$ cat src/rtl/apu_pkg.sv
// Shared types for the APU master control page: register select, register
// bit positions and the frame-sequencer step decode.
package apu_pkg;

  typedef enum logic [1:0] {
    REG_VOL  = 2'd0,
    REG_PAN  = 2'd1,
    REG_PWR  = 2'd2,
    REG_NONE = 2'd3
  } reg_sel_e;

  localparam int VOL_VIN_L_BIT = 7;
  localparam int VOL_L_LSB     = 4;
  localparam int VOL_VIN_R_BIT = 3;
  localparam int VOL_R_LSB     = 0;
  localparam int PAN_L_LSB     = 4;
  localparam int PAN_R_LSB     = 0;
  localparam int PWR_ON_BIT    = 7;
  localparam int PWR_FAST_BIT  = 4;

  localparam int TICK_LEN   = 2;
  localparam int TICK_SWEEP = 1;
  localparam int TICK_ENV   = 0;

  // Returns {len, sweep, env} for a sequencer step; the sweep pattern
  // follows steps 2/6 of every 8-step group, or step 2 alone for a 4-step loop.
  function automatic logic [2:0] fs_decode(input int unsigned step,
                                           input int unsigned steps);
    logic len;
    logic sweep;
    logic env;
    len = ((step % 2) == 0);
    if (steps == 4) sweep = (step == 2);
    else            sweep = ((step % 8) == 2) || ((step % 8) == 6);
    env = (step == steps - 1);
    return {len, sweep, env};
  endfunction

endpackage

$ cat src/rtl/apu_master_ctrl_if.sv
// CPU register bus of the APU master control page.
interface apu_master_ctrl_if;
  // cpu_wr is a one-clock strobe that is always accepted (no ready/stall);
  // rdata is meaningful only while rdata_oe is high, which follows cpu_rd
  // combinationally for any reg_sel other than REG_NONE.
  logic       cpu_wr;
  logic       cpu_rd;
  logic [1:0] reg_sel;
  logic [7:0] wdata;
  logic [7:0] rdata;
  logic       rdata_oe;

  modport master (output cpu_wr, cpu_rd, reg_sel, wdata, input rdata, rdata_oe);
  modport slave  (input cpu_wr, cpu_rd, reg_sel, wdata, output rdata, rdata_oe);
endinterface

$ cat src/rtl/apu_frame_seq.sv
// Frame sequencer: rising-edge detect on the tick level, step counter and
// registered single-cycle len/sweep/env pulses.
module apu_frame_seq
  import apu_pkg::*;
#(
  parameter int FS_STEPS = 8,
  localparam int STEP_W  = $clog2(FS_STEPS)
) (
  input  logic              clk,
  input  logic              rst,
  input  logic              clr,
  input  logic              run,
  input  logic              tick_lvl,
  output logic [STEP_W-1:0] step,
  output logic              len_tick,
  output logic              sweep_tick,
  output logic              env_tick
);

  logic              tick_prev_q, tick_prev_d;
  logic [STEP_W-1:0] step_q, step_d;
  logic [2:0]        pulse_q, pulse_d;
  logic              edge_det;

  always_comb begin
    tick_prev_d = tick_lvl;
    edge_det    = tick_lvl & ~tick_prev_q;
    step_d      = step_q;
    pulse_d     = '0;
    if (clr) begin
      step_d = '0;
    end else if (run && edge_det) begin
      pulse_d = fs_decode(32'(step_q), FS_STEPS);
      step_d  = step_q + STEP_W'(1);
    end
  end

  always_ff @(posedge clk or posedge rst) begin
    if (rst) begin
      tick_prev_q <= 1'b0;
      step_q      <= '0;
      pulse_q     <= '0;
    end else begin
      tick_prev_q <= tick_prev_d;
      step_q      <= step_d;
      pulse_q     <= pulse_d;
    end
  end

  assign step       = step_q;
  assign len_tick   = pulse_q[TICK_LEN];
  assign sweep_tick = pulse_q[TICK_SWEEP];
  assign env_tick   = pulse_q[TICK_ENV];

endmodule

$ cat src/rtl/apu_master_ctrl.sv
// APU master control page: volume/pan/power registers, 2/1 MHz dividers,
// channel reset and frame sequencer. Optional macro: APU_FAST_SEQ_EN.
module apu_master_ctrl
  import apu_pkg::*;
#(
  parameter int NUM_CH   = 4,
  parameter int VOL_W    = 3,
  parameter int FS_STEPS = 8
) (
  input  logic                        apuv_4mhz,
  input  logic                        apu_reset,
  apu_master_ctrl_if.slave            bus,
  input  logic                        t1_nt2,
  input  logic                        fs_tick_in,
  input  logic [NUM_CH-1:0]           ch_active,
  output logic                        ajer_2mhz,
  output logic                        dyfa_1mhz,
  output logic                        apu_on,
  output logic                        ch_reset,
  output logic [VOL_W-1:0]            lvol,
  output logic [VOL_W-1:0]            rvol,
  output logic                        vin_l_ena,
  output logic                        vin_r_ena,
  output logic [NUM_CH-1:0]           lpan,
  output logic [NUM_CH-1:0]           rpan,
  output logic                        len_tick,
  output logic                        sweep_tick,
  output logic                        env_tick,
  output logic [$clog2(FS_STEPS)-1:0] fs_step
);

  logic              on_q, on_d;
  logic              vin_l_q, vin_l_d, vin_r_q, vin_r_d;
  logic [VOL_W-1:0]  lvol_q, lvol_d, rvol_q, rvol_d;
  logic [NUM_CH-1:0] lpan_q, lpan_d, rpan_q, rpan_d;
  logic              ajer_q, ajer_d, dyfa_q, dyfa_d;
  logic              fast_seq_q;
  logic              wr_vol, wr_pan, wr_pwr;
  logic [2:0]        lvol_ext, rvol_ext;
  logic [3:0]        lpan_ext, rpan_ext, stat_ext;
  logic              pwr_b4;
  logic [7:0]        rd_val;
  logic              tick_src;

  assign wr_vol = bus.cpu_wr && (bus.reg_sel == REG_VOL);
  assign wr_pan = bus.cpu_wr && (bus.reg_sel == REG_PAN);
  assign wr_pwr = bus.cpu_wr && (bus.reg_sel == REG_PWR);

  always_comb begin
    on_d    = on_q;
    vin_l_d = vin_l_q;
    vin_r_d = vin_r_q;
    lvol_d  = lvol_q;
    rvol_d  = rvol_q;
    lpan_d  = lpan_q;
    rpan_d  = rpan_q;
    ajer_d  = 1'b0;
    dyfa_d  = 1'b0;
    if (wr_pwr) on_d = bus.wdata[PWR_ON_BIT];
    if (!on_d) begin
      vin_l_d = 1'b0;
      vin_r_d = 1'b0;
      lvol_d  = '0;
      rvol_d  = '0;
      lpan_d  = '0;
      rpan_d  = '0;
    end else begin
      if (wr_vol) begin
        vin_l_d = bus.wdata[VOL_VIN_L_BIT];
        lvol_d  = bus.wdata[VOL_L_LSB +: VOL_W];
        vin_r_d = bus.wdata[VOL_VIN_R_BIT];
        rvol_d  = bus.wdata[VOL_R_LSB +: VOL_W];
      end
      if (wr_pan) begin
        lpan_d = bus.wdata[PAN_L_LSB +: NUM_CH];
        rpan_d = bus.wdata[PAN_R_LSB +: NUM_CH];
      end
    end
    // Dividers free-run only while power stays on; ajer_q high means it falls now.
    if (on_d && on_q) begin
      ajer_d = ~ajer_q;
      dyfa_d = ajer_q ? ~dyfa_q : dyfa_q;
    end
  end

`ifdef APU_FAST_SEQ_EN
  logic fast_seq_d;

  always_comb begin
    fast_seq_d = fast_seq_q;
    if (wr_pwr) begin
      if (bus.wdata[PWR_FAST_BIT] && t1_nt2) fast_seq_d = 1'b1;
      else if (!bus.wdata[PWR_FAST_BIT])     fast_seq_d = 1'b0;
    end
    if (!on_d) fast_seq_d = 1'b0;
  end

  always_ff @(posedge apuv_4mhz or posedge apu_reset) begin
    if (apu_reset) fast_seq_q <= 1'b0;
    else           fast_seq_q <= fast_seq_d;
  end

  assign pwr_b4 = t1_nt2 ? fast_seq_q : 1'b1;
`else
  logic unused_t1_nt2;

  assign unused_t1_nt2 = t1_nt2;
  assign fast_seq_q    = 1'b0;
  assign pwr_b4        = 1'b1;
`endif

  always_ff @(posedge apuv_4mhz or posedge apu_reset) begin
    if (apu_reset) begin
      on_q    <= 1'b0;
      vin_l_q <= 1'b0;
      vin_r_q <= 1'b0;
      lvol_q  <= '0;
      rvol_q  <= '0;
      lpan_q  <= '0;
      rpan_q  <= '0;
      ajer_q  <= 1'b0;
      dyfa_q  <= 1'b0;
    end else begin
      on_q    <= on_d;
      vin_l_q <= vin_l_d;
      vin_r_q <= vin_r_d;
      lvol_q  <= lvol_d;
      rvol_q  <= rvol_d;
      lpan_q  <= lpan_d;
      rpan_q  <= rpan_d;
      ajer_q  <= ajer_d;
      dyfa_q  <= dyfa_d;
    end
  end

  // Unstored volume bits read 0, unimplemented pan bits read 1.
  always_comb begin
    lvol_ext = '0;
    rvol_ext = '0;
    lpan_ext = '1;
    rpan_ext = '1;
    stat_ext = '0;
    lvol_ext[VOL_W-1:0]  = lvol_q;
    rvol_ext[VOL_W-1:0]  = rvol_q;
    lpan_ext[NUM_CH-1:0] = lpan_q;
    rpan_ext[NUM_CH-1:0] = rpan_q;
    if (on_q) stat_ext[NUM_CH-1:0] = ch_active;
    case (bus.reg_sel)
      REG_VOL: rd_val = {vin_l_q, lvol_ext, vin_r_q, rvol_ext};
      REG_PAN: rd_val = {lpan_ext, rpan_ext};
      REG_PWR: rd_val = {on_q, 2'b11, pwr_b4, stat_ext};
      default: rd_val = '0;
    endcase
  end

  assign bus.rdata    = bus.cpu_rd ? rd_val : 8'h00;
  assign bus.rdata_oe = bus.cpu_rd && (bus.reg_sel != REG_NONE);

  assign tick_src = fast_seq_q ? dyfa_q : fs_tick_in;

  apu_frame_seq #(.FS_STEPS(FS_STEPS)) u_frame_seq (
    .clk        (apuv_4mhz),
    .rst        (apu_reset),
    .clr        (~on_d),
    .run        (on_q & on_d),
    .tick_lvl   (tick_src),
    .step       (fs_step),
    .len_tick   (len_tick),
    .sweep_tick (sweep_tick),
    .env_tick   (env_tick)
  );

  assign apu_on    = on_q;
  assign ch_reset  = ~on_q;
  assign ajer_2mhz = ajer_q;
  assign dyfa_1mhz = dyfa_q;
  assign vin_l_ena = vin_l_q;
  assign vin_r_ena = vin_r_q;
  assign lvol      = lvol_q;
  assign rvol      = rvol_q;
  assign lpan      = lpan_q;
  assign rpan      = rpan_q;

endmodule

$ cat src/flat_wrapper.sv
// flat-port wrapper written by rule: the top's interface ports become plain ports
module apu_master_ctrl_flat import apu_pkg::*;
#(
  parameter int NUM_CH   = 4,
  parameter int VOL_W    = 3,
  parameter int FS_STEPS = 8
)
  (apuv_4mhz, apu_reset, t1_nt2, fs_tick_in, ch_active, ajer_2mhz, dyfa_1mhz, apu_on, ch_reset, lvol, rvol, vin_l_ena, vin_r_ena, lpan, rpan, len_tick, sweep_tick, env_tick, fs_step, bus_cpu_wr, bus_cpu_rd, bus_reg_sel, bus_wdata, bus_rdata, bus_rdata_oe);
  apu_master_ctrl_if bus_i ();
  input  logic apuv_4mhz;
  input  logic apu_reset;
  input  logic t1_nt2;
  input  logic fs_tick_in;
  input  logic [NUM_CH-1:0] ch_active;
  output logic ajer_2mhz;
  output logic dyfa_1mhz;
  output logic apu_on;
  output logic ch_reset;
  output logic [VOL_W-1:0] lvol;
  output logic [VOL_W-1:0] rvol;
  output logic vin_l_ena;
  output logic vin_r_ena;
  output logic [NUM_CH-1:0] lpan;
  output logic [NUM_CH-1:0] rpan;
  output logic len_tick;
  output logic sweep_tick;
  output logic env_tick;
  output logic [$clog2(FS_STEPS)-1:0] fs_step;
  input wire logic [$bits(bus_i.cpu_wr)-1:0] bus_cpu_wr;
  input wire logic [$bits(bus_i.cpu_rd)-1:0] bus_cpu_rd;
  input wire logic [$bits(bus_i.reg_sel)-1:0] bus_reg_sel;
  input wire logic [$bits(bus_i.wdata)-1:0] bus_wdata;
  output wire logic [$bits(bus_i.rdata)-1:0] bus_rdata;
  output wire logic [$bits(bus_i.rdata_oe)-1:0] bus_rdata_oe;
  assign bus_i.cpu_wr = bus_cpu_wr;
  assign bus_i.cpu_rd = bus_cpu_rd;
  assign bus_i.reg_sel = bus_reg_sel;
  assign bus_i.wdata = bus_wdata;
  assign bus_rdata = bus_i.rdata;
  assign bus_rdata_oe = bus_i.rdata_oe;
  apu_master_ctrl #(.NUM_CH(NUM_CH), .VOL_W(VOL_W), .FS_STEPS(FS_STEPS)) u_core (.apuv_4mhz(apuv_4mhz), .apu_reset(apu_reset), .bus(bus_i), .t1_nt2(t1_nt2), .fs_tick_in(fs_tick_in), .ch_active(ch_active), .ajer_2mhz(ajer_2mhz), .dyfa_1mhz(dyfa_1mhz), .apu_on(apu_on), .ch_reset(ch_reset), .lvol(lvol), .rvol(rvol), .vin_l_ena(vin_l_ena), .vin_r_ena(vin_r_ena), .lpan(lpan), .rpan(rpan), .len_tick(len_tick), .sweep_tick(sweep_tick), .env_tick(env_tick), .fs_step(fs_step));
endmodule
$ cat config.mk
export PLATFORM = sky130hd
export DESIGN_NAME = apu_master_ctrl_flat
export DESIGN_NICKNAME = d
export VERILOG_FILES = /design/src/rtl/apu_pkg.sv /design/src/rtl/apu_master_ctrl_if.sv /design/src/rtl/apu_frame_seq.sv /design/src/rtl/apu_master_ctrl.sv /design/src/flat_wrapper.sv
export SDC_FILE = /design/constraint.sdc
export NUM_CORES = 1
export LEC_CHECK = 0
export BUFFER_PORTS_ARGS = -buffer_cell sky130_fd_sc_hd__buf_4
export CORE_ASPECT_RATIO = 0.5
export CORE_UTILIZATION = 52
export DETAILED_ROUTE_END_ITERATION = 6
export GPL_TIMING_DRIVEN = 1
export PLACE_DENSITY_LB_ADDON = 0.15
export SLEW_MARGIN = 20
export SYNTH_ARGS = -nofsm -noshare
export SYNTH_HDL_FRONTEND = slang
export SYNTH_SLANG_ARGS = --single-unit
$ cat constraint.sdc
create_clock -name apuv_4mhz -period 4.3 [get_ports apuv_4mhz]
set_input_delay 1.29 -clock apuv_4mhz [delete_from_list [all_inputs] [get_ports apuv_4mhz]]
set_output_delay 1.29 -clock apuv_4mhz [all_outputs]
set_load 0.02 [all_outputs]
==> results.json, run 1 <==
{
  "timing.max_slew.rel_slack_pct": 38.0,
  "half_perimeter_wire_length_after_placement_mm": 2.34,
  "multiInputGateArea_um2": 703,
  "mappedNetlistNets": 162,
  "total_i_o_pin_count": 55,
  "finalCritPeriodShare_pct": 85.1,
  "hold_path.class": "flip-flop to flip-flop",
  "timing.final.max_slew_violations": 0,
  "synth_cells": 139,
  "initial_utilization_pct": 55.0,
  "timing_worst_setup_path_type": "primary input to output port",
  "fillCellCount": 201,
  "postLayoutCellArea_um2": 1880,
  "crit_path_end_kind": "output port",
  "routedWlPerCell_um": 14.9,
  "crit_path_cell_trace": "buf_4 -> nor2b_1 -> buf_4 -> nand2_1 -> a21boi_0 -> buf_4",
  "yosysWarningCount": 0,
  "hold_viol_final": 0,
  "cts-buffers-inserted": 3,
  "fin_setup_tns_ns": 0,
  "die-height_um": 39.2,
  "min_path_cells": 1,
  "dpl_cell_area_um2": 1820,
  "most_frequent_standard_cell_in_the_layout_excluding_fill_and_tap_cells": "buf_4",
  "max_cap_violations": 0,
  "overflow": 0,
  "post_synth_num_cell_types": 41,
  "crit_required_ns": 3.01,
  "vias": 1200,
  "crit_slowest_cell": "nor2b_1",
  "cts.hold.buffers_added": 0,
  "cp_slowest_stage_delay_ns": 0.26,
  "numPortBuffers": 53,
  "timing.reg2reg.setup_slack_ns": 2.88,
  "cp_max_fo": 20,
  "synth-seq-cells": 26,
  "grt_setup_unrepaired": "false",
  "worst-slew-pin-transition_ns": 0.925,
  "power_per_cell_area_nw_per_um2": 296,
  "worst_setup_path_start_kind": "primary input",
  "drt_pass1_iterations": 4,
  "grt_pass1_vias": 1098,
  "worst_hold_path.endpoint": "u_core.ajer_2mhz",
  "synth_top_area_share_pct": 45.1,
  "cts_htree_levels": 1,
  "async_reset_ff_share_pct": 100,
  "worstRegToRegCells": 2,
  "final-seq-area_um2": 651,
  "gpl.final_weighted_congestion": 0.767,
  "placeable_core_region_um2": 2620,
  "grt_pass1_wl_mm": 5.37,
  "skew_ns": 0.000861,
  "ys_seq_area_share_pct": 45.1,
  "crit_top_cell": "buf_4",
  "netlist.top_cell.by_area": "dfrtp_1",
  "postRouteWirelength_mm": 3.36,
  "num_antenna_cells": 0,
  "synth_top_cells_by_area": "dfrtp_1 45%, mux2i_1 7.6%, nand2_1 3.9%, nand3_1 3.1%, nor2_2 3.0%",
  "post_route_cells_drive_above_1_share_pct": 38.8,
  "area_growth_syn_to_layout_pct": 30.1,
  "antenna_violations_before_repair": 0,
  "synth_area_um2": 1440,
  "clk-insertion-delay-late_ns": 0.27,
  "clock_sinks": 26,
  "placement.setup.worst_slack_ns": 0.635,
  "post-route-worst-setup-slack_ns": 0.643,
  "grt_start_max_net_pins": 27,
  "clk_pin_slew_worst_paths_ns": 0.09,
  "ctsLongestPathBuffers": 2,
  "p_leak_nw": 0.932,
  "row_count": 13,
  "initialDrtViolationCount": 55,
  "layout_nets": 212,
  "syn_area_per_cell_um2": 10.4,
  "route.detailed.vias_per_inst": 5.33,
  "worst_r2r_startpoint": "u_core.apu_on",
  "synth_enable_flop_cells": 0,
  "clockRootBuffer": "clkbuf_8",
  "floorplan.die_area_um2": 3000,
  "cts_resized": 0,
  "ys_dominant_reg_cell": "dfrtp_1",
  "post-route-min-period_ns": 3.66,
  "antenna_left": 0,
  "regToRegEndpoint": "u_core.u_frame_seq.step[1]",
  "tritoncts": "done",
  "timing.critical_path.arrival_ns": 2.37,
  "drt_drc_violations_left": 0,
  "post_cts_setup_buffers": 0,
  "power.ir.vdd_worst_v": 0.000191,
  "run_status": "complete, no violations",
  "fmax_mhz": 273,
  "die_width_um": 76.5,
  "mostFrequentLayoutCells": "54 x buf_4, 26 x dfrtp_1, 15 x nand2_1",
  "grt.total_usage_pct": 24.6,
  "worst_hold_startpoint": "u_core.ajer_2mhz",
  "finalSetupViolations": 0
}
## metal layers
layer  global-route usage [%]  part of all wire, %  wire [um]
met5                        0                    0          0
met4                     7.21                 0.98         33
met3                     6.59                  6.6        222
met2                     43.5                   48       1610
met1                     30.5                   45       1500
## stage by stage
stage	total power (W)	util (%)	std cells	hold WS (ns)
global route	0.000581	71.6	225	0.523
global placement	0.000400	69.5	221	0.460
finish	0.000556	71.6	225	0.488
CTS	0.000558	71.6	225	0.490
floorplan	0.000355	-	139	0.569
detailed placement	0.000402	69.5	221	0.478
## where the power goes
group          internal, W  switching [W]
logic            0.0000529      0.0000743
clock network    0.0000820      0.0000775
registers         0.000256      0.0000135
total             0.000391       0.000165
## worst max-delay path, delay by kind of cell
family                 cells  cell delay, ns
buffers and inverters      3            0.60
and+or+nand+nor            2            0.32
AOI/OAI and AO/OA          1            0.15
## synthesized netlist by cell type, types with 2 or more instances
master	number
nor2_2	7
nand3b_1	2
ha_1	3
nand2b_1	2
inv_1	3
o21bai_1	4
o21ai_0	5
and2_1	6
nand2_1	15
buf_4	2
mux2i_1	11
o22ai_1	4
a21boi_0	2
nor2_1	3
a21boi_1	2
nand3_1	9
buf_2	4
a21oi_1	5
dfrtp_1	26
buf_6	2
a21oi_2	2
## state kept, by name, indices dropped and copies added, names as in the netlist
signal	cells
u_core.ajer_2mhz	1
u_core.apu_on	1
u_core.dyfa_1mhz	1
u_core.lpan	4
u_core.lvol	3
u_core.rpan	4
u_core.rvol	3
u_core.u_frame_seq.pulse_q	3
u_core.u_frame_seq.step	3
u_core.u_frame_seq.tick_prev_q	1
u_core.vin_l_ena	1
u_core.vin_r_ena	1
## layout make-up
type / instances / area share [%]
multi-input combinational: 100 / 37.5
sequential: 26 / 34.7
timing repair buffer: 54 / 21.6
clock buffer: 4 / 2.94
tap: 37 / 2.47
inverter: 4 / 0.801
## how the worst max path moves through the flow
| stage | depth (start not counted) | end | start | slack, ns |
|---|---|---|---|---|
| 2_1_floorplan | 3 | bus_rdata[0] | bus_reg_sel[0] | 0.62 |
| 6_report | 6 | bus_rdata[4] | bus_reg_sel[0] | 0.64 |
| 3_3_place_gp | 4 | bus_rdata[0] | bus_reg_sel[0] | 0.61 |
| 4_1_cts | 4 | bus_rdata[1] | bus_reg_sel[0] | 0.63 |
| 3_5_place_dp | 4 | bus_rdata[1] | bus_reg_sel[0] | 0.63 |
| 5_1_grt | 4 | bus_rdata[1] | bus_reg_sel[0] | 0.55 |
## cells by family (layout without fill, tap and decap cells)
kind of cell    count (synthesis)  count (layout)  synth area share (%)
simple gates                   53              53                  21.8
compound gates                 31              31                  15.4
xor+xnor                        1               1                 0.608
fa+ha+maj                       3               3                  2.60
buf+inv                        13              62                  6.08
mux                            12              12                  8.42
flops                          26              26                  45.1
(Power assumes the default switching activity.)
==> run 2: changes to the inputs <==
Settings changed: REMOVE_ABC_BUFFERS set to 1.
==> run 2 against run 1 <==
Against the previous run:
- clock skew is 0.0030 ns higher
- combinational power hardly changed
- largest power group unchanged
- total power up 8.3%
- largest cell class unchanged
- fmax is 4.7% lower
- sequential share of layout area shrank 0.30 points
==> results.json, run 2 (synthesized netlist as in run 1, its figures left out) <==
{
  "dpl_cell_area_um2": 1820,
  "grt.total_usage_pct": 22.3,
  "tritoncts": "done",
  "num_antenna_cells": 0,
  "routedWlPerCell_um": 14.1,
  "numPortBuffers": 53,
  "most_frequent_standard_cell_in_the_layout_excluding_fill_and_tap_cells": "buf_4",
  "cts_resized": 0,
  "worstRegToRegCells": 2,
  "grt_pass1_wl_mm": 4.89,
  "skew_ns": 0.00390,
  "run_status": "complete, no violations",
  "area_growth_syn_to_layout_pct": 31.2,
  "timing.max_slew.rel_slack_pct": 35.5,
  "power_per_cell_area_nw_per_um2": 318,
  "die_width_um": 76.5,
  "post_cts_setup_buffers": 0,
  "crit_top_cell": "buf_4",
  "final-seq-area_um2": 651,
  "total_i_o_pin_count": 55,
  "power.ir.vdd_worst_v": 0.000226,
  "crit_slowest_cell": "nor2b_1",
  "initial_utilization_pct": 55.0,
  "clk-insertion-delay-late_ns": 0.28,
  "finalSetupViolations": 0,
  "ctsLongestPathBuffers": 2,
  "cts_htree_levels": 1,
  "timing.critical_path.arrival_ns": 2.55,
  "postRouteWirelength_mm": 3.17,
  "critPathTopFamily": "buffers and inverters",
  "cp_max_fo": 20,
  "grt_start_max_net_pins": 27,
  "gpl.final_weighted_congestion": 0.778,
  "clockRootBuffer": "clkbuf_8",
  "fin_setup_tns_ns": 0,
  "postLayoutCellArea_um2": 1890,
  "crit_path_cell_trace": "buf_4 -> nor2b_1 -> buf_4 -> nand2_1 -> a21boi_0 -> buf_4",
  "clock_sinks": 26,
  "buf_inv_stages_crit_path": 3,
  "floorplan.die_area_um2": 3000,
  "die-height_um": 39.2,
  "antenna_left": 0,
  "max_cap_violations": 0,
  "cts.hold.buffers_added": 0,
  "cp_num_cells": 6,
  "hold_viol_final": 0,
  "mostFrequentLayoutCells": "54 x buf_4, 26 x dfrtp_1, 15 x nand2_1",
  "grt_setup_unrepaired": "false",
  "drt_drc_violations_left": 0,
  "cp_slowest_stage_delay_ns": 0.41,
  "half_perimeter_wire_length_after_placement_mm": 2.28,
  "post-route-min-period_ns": 3.84,
  "fillCellCount": 201,
  "initialDrtViolationCount": 71,
  "timing_worst_setup_path_type": "primary input to output port",
  "row_count": 13,
  "drt_pass1_iterations": 4,
  "layout_nets": 212,
  "antenna_violations_before_repair": 0,
  "min_path_cells": 1,
  "clk_pin_slew_worst_paths_ns": 0.09,
  "multiInputGateArea_um2": 703,
  "finalCritPeriodShare_pct": 89.2,
  "vias": 1192,
  "hold_path.class": "flip-flop to flip-flop",
  "timing.final.max_slew_violations": 0,
  "grt_pass1_vias": 985,
  "p_leak_nw": 0.939,
  "crit_path_end_kind": "output port",
  "route.detailed.vias_per_inst": 5.30,
  "overflow": 0,
  "post_route_cells_drive_above_1_share_pct": 38.8,
  "worst_setup_path_start_kind": "primary input",
  "worst-slew-pin-transition_ns": 0.961,
  "crit_required_ns": 3.01,
  "cts-buffers-inserted": 3,
  "fmax_mhz": 261,
  "placeable_core_region_um2": 2620
}
==> run 2: cell count changes in the layout (fill, tap and decap cells not counted), sizes merged <==
cell    previous run  this run
bufinv             0         1
clkbuf             4         3
==> run 2: area by class of cell <==
class	count	share of cell area (%)
flip-flops and latches	26	34.4
multi-input cells	100	37.2
inverters	4	0.794
repair buffers	54	21.4
well taps	37	2.45
clock buffers	3	2.18
clock inverters	1	1.59
==> run 2: stage by stage <==
stage | setup slack [ns] | hold slack, ns | utilization, % | total power, W | instances
finish | 0.463 | 0.477 | 72.2 | 0.000602 | 225
global route | 0.371 | 0.515 | 72.2 | 0.000625 | 225
CTS | 0.484 | 0.484 | 72.2 | 0.000606 | 225
detailed placement | 0.494 | 0.471 | 69.5 | 0.000402 | 221
global placement | 0.512 | 0.468 | 69.5 | 0.000400 | 221
floorplan | 0.694 | 0.569 | - | 0.000341 | 130
==> run 2: worst paths after layout <==
path | start | endpoint | slack, ns
worst max-delay path | bus_reg_sel[0] | bus_rdata[4] | 0.46
worst min-delay path | u_core.ajer_2mhz | u_core.ajer_2mhz | 0.48
worst max register to register | u_core.apu_on | u_core.u_frame_seq.step[1] | 2.87
worst min register to register | u_core.ajer_2mhz | u_core.ajer_2mhz | 0.48
max in group asynchronous | apu_reset | u_core.rpan[2] | 2.75
min in group asynchronous | apu_reset | u_core.rpan[0] | 1.11
==> run 2: report_power, final <==
group          leakage [nW]  switching [W]  internal, W
sequential            0.356      0.0000137     0.000256
clock                0.0357      0.0000814     0.000125
combinational         0.548      0.0000734    0.0000529
total                 0.939       0.000168     0.000433
==> run 2: metal layers <==
| layer | GRT usage [%] | up-vias | wire, um |
|---|---|---|---|
| li1 | - | 585 | - |
| met1 | 29.7 | 566 | 1440 |
| met2 | 36.3 | 34 | 1510 |
| met3 | 6.12 | 7 | 186 |
| met4 | 6.73 | 0 | 32 |
| met5 | 0 | - | 0 |
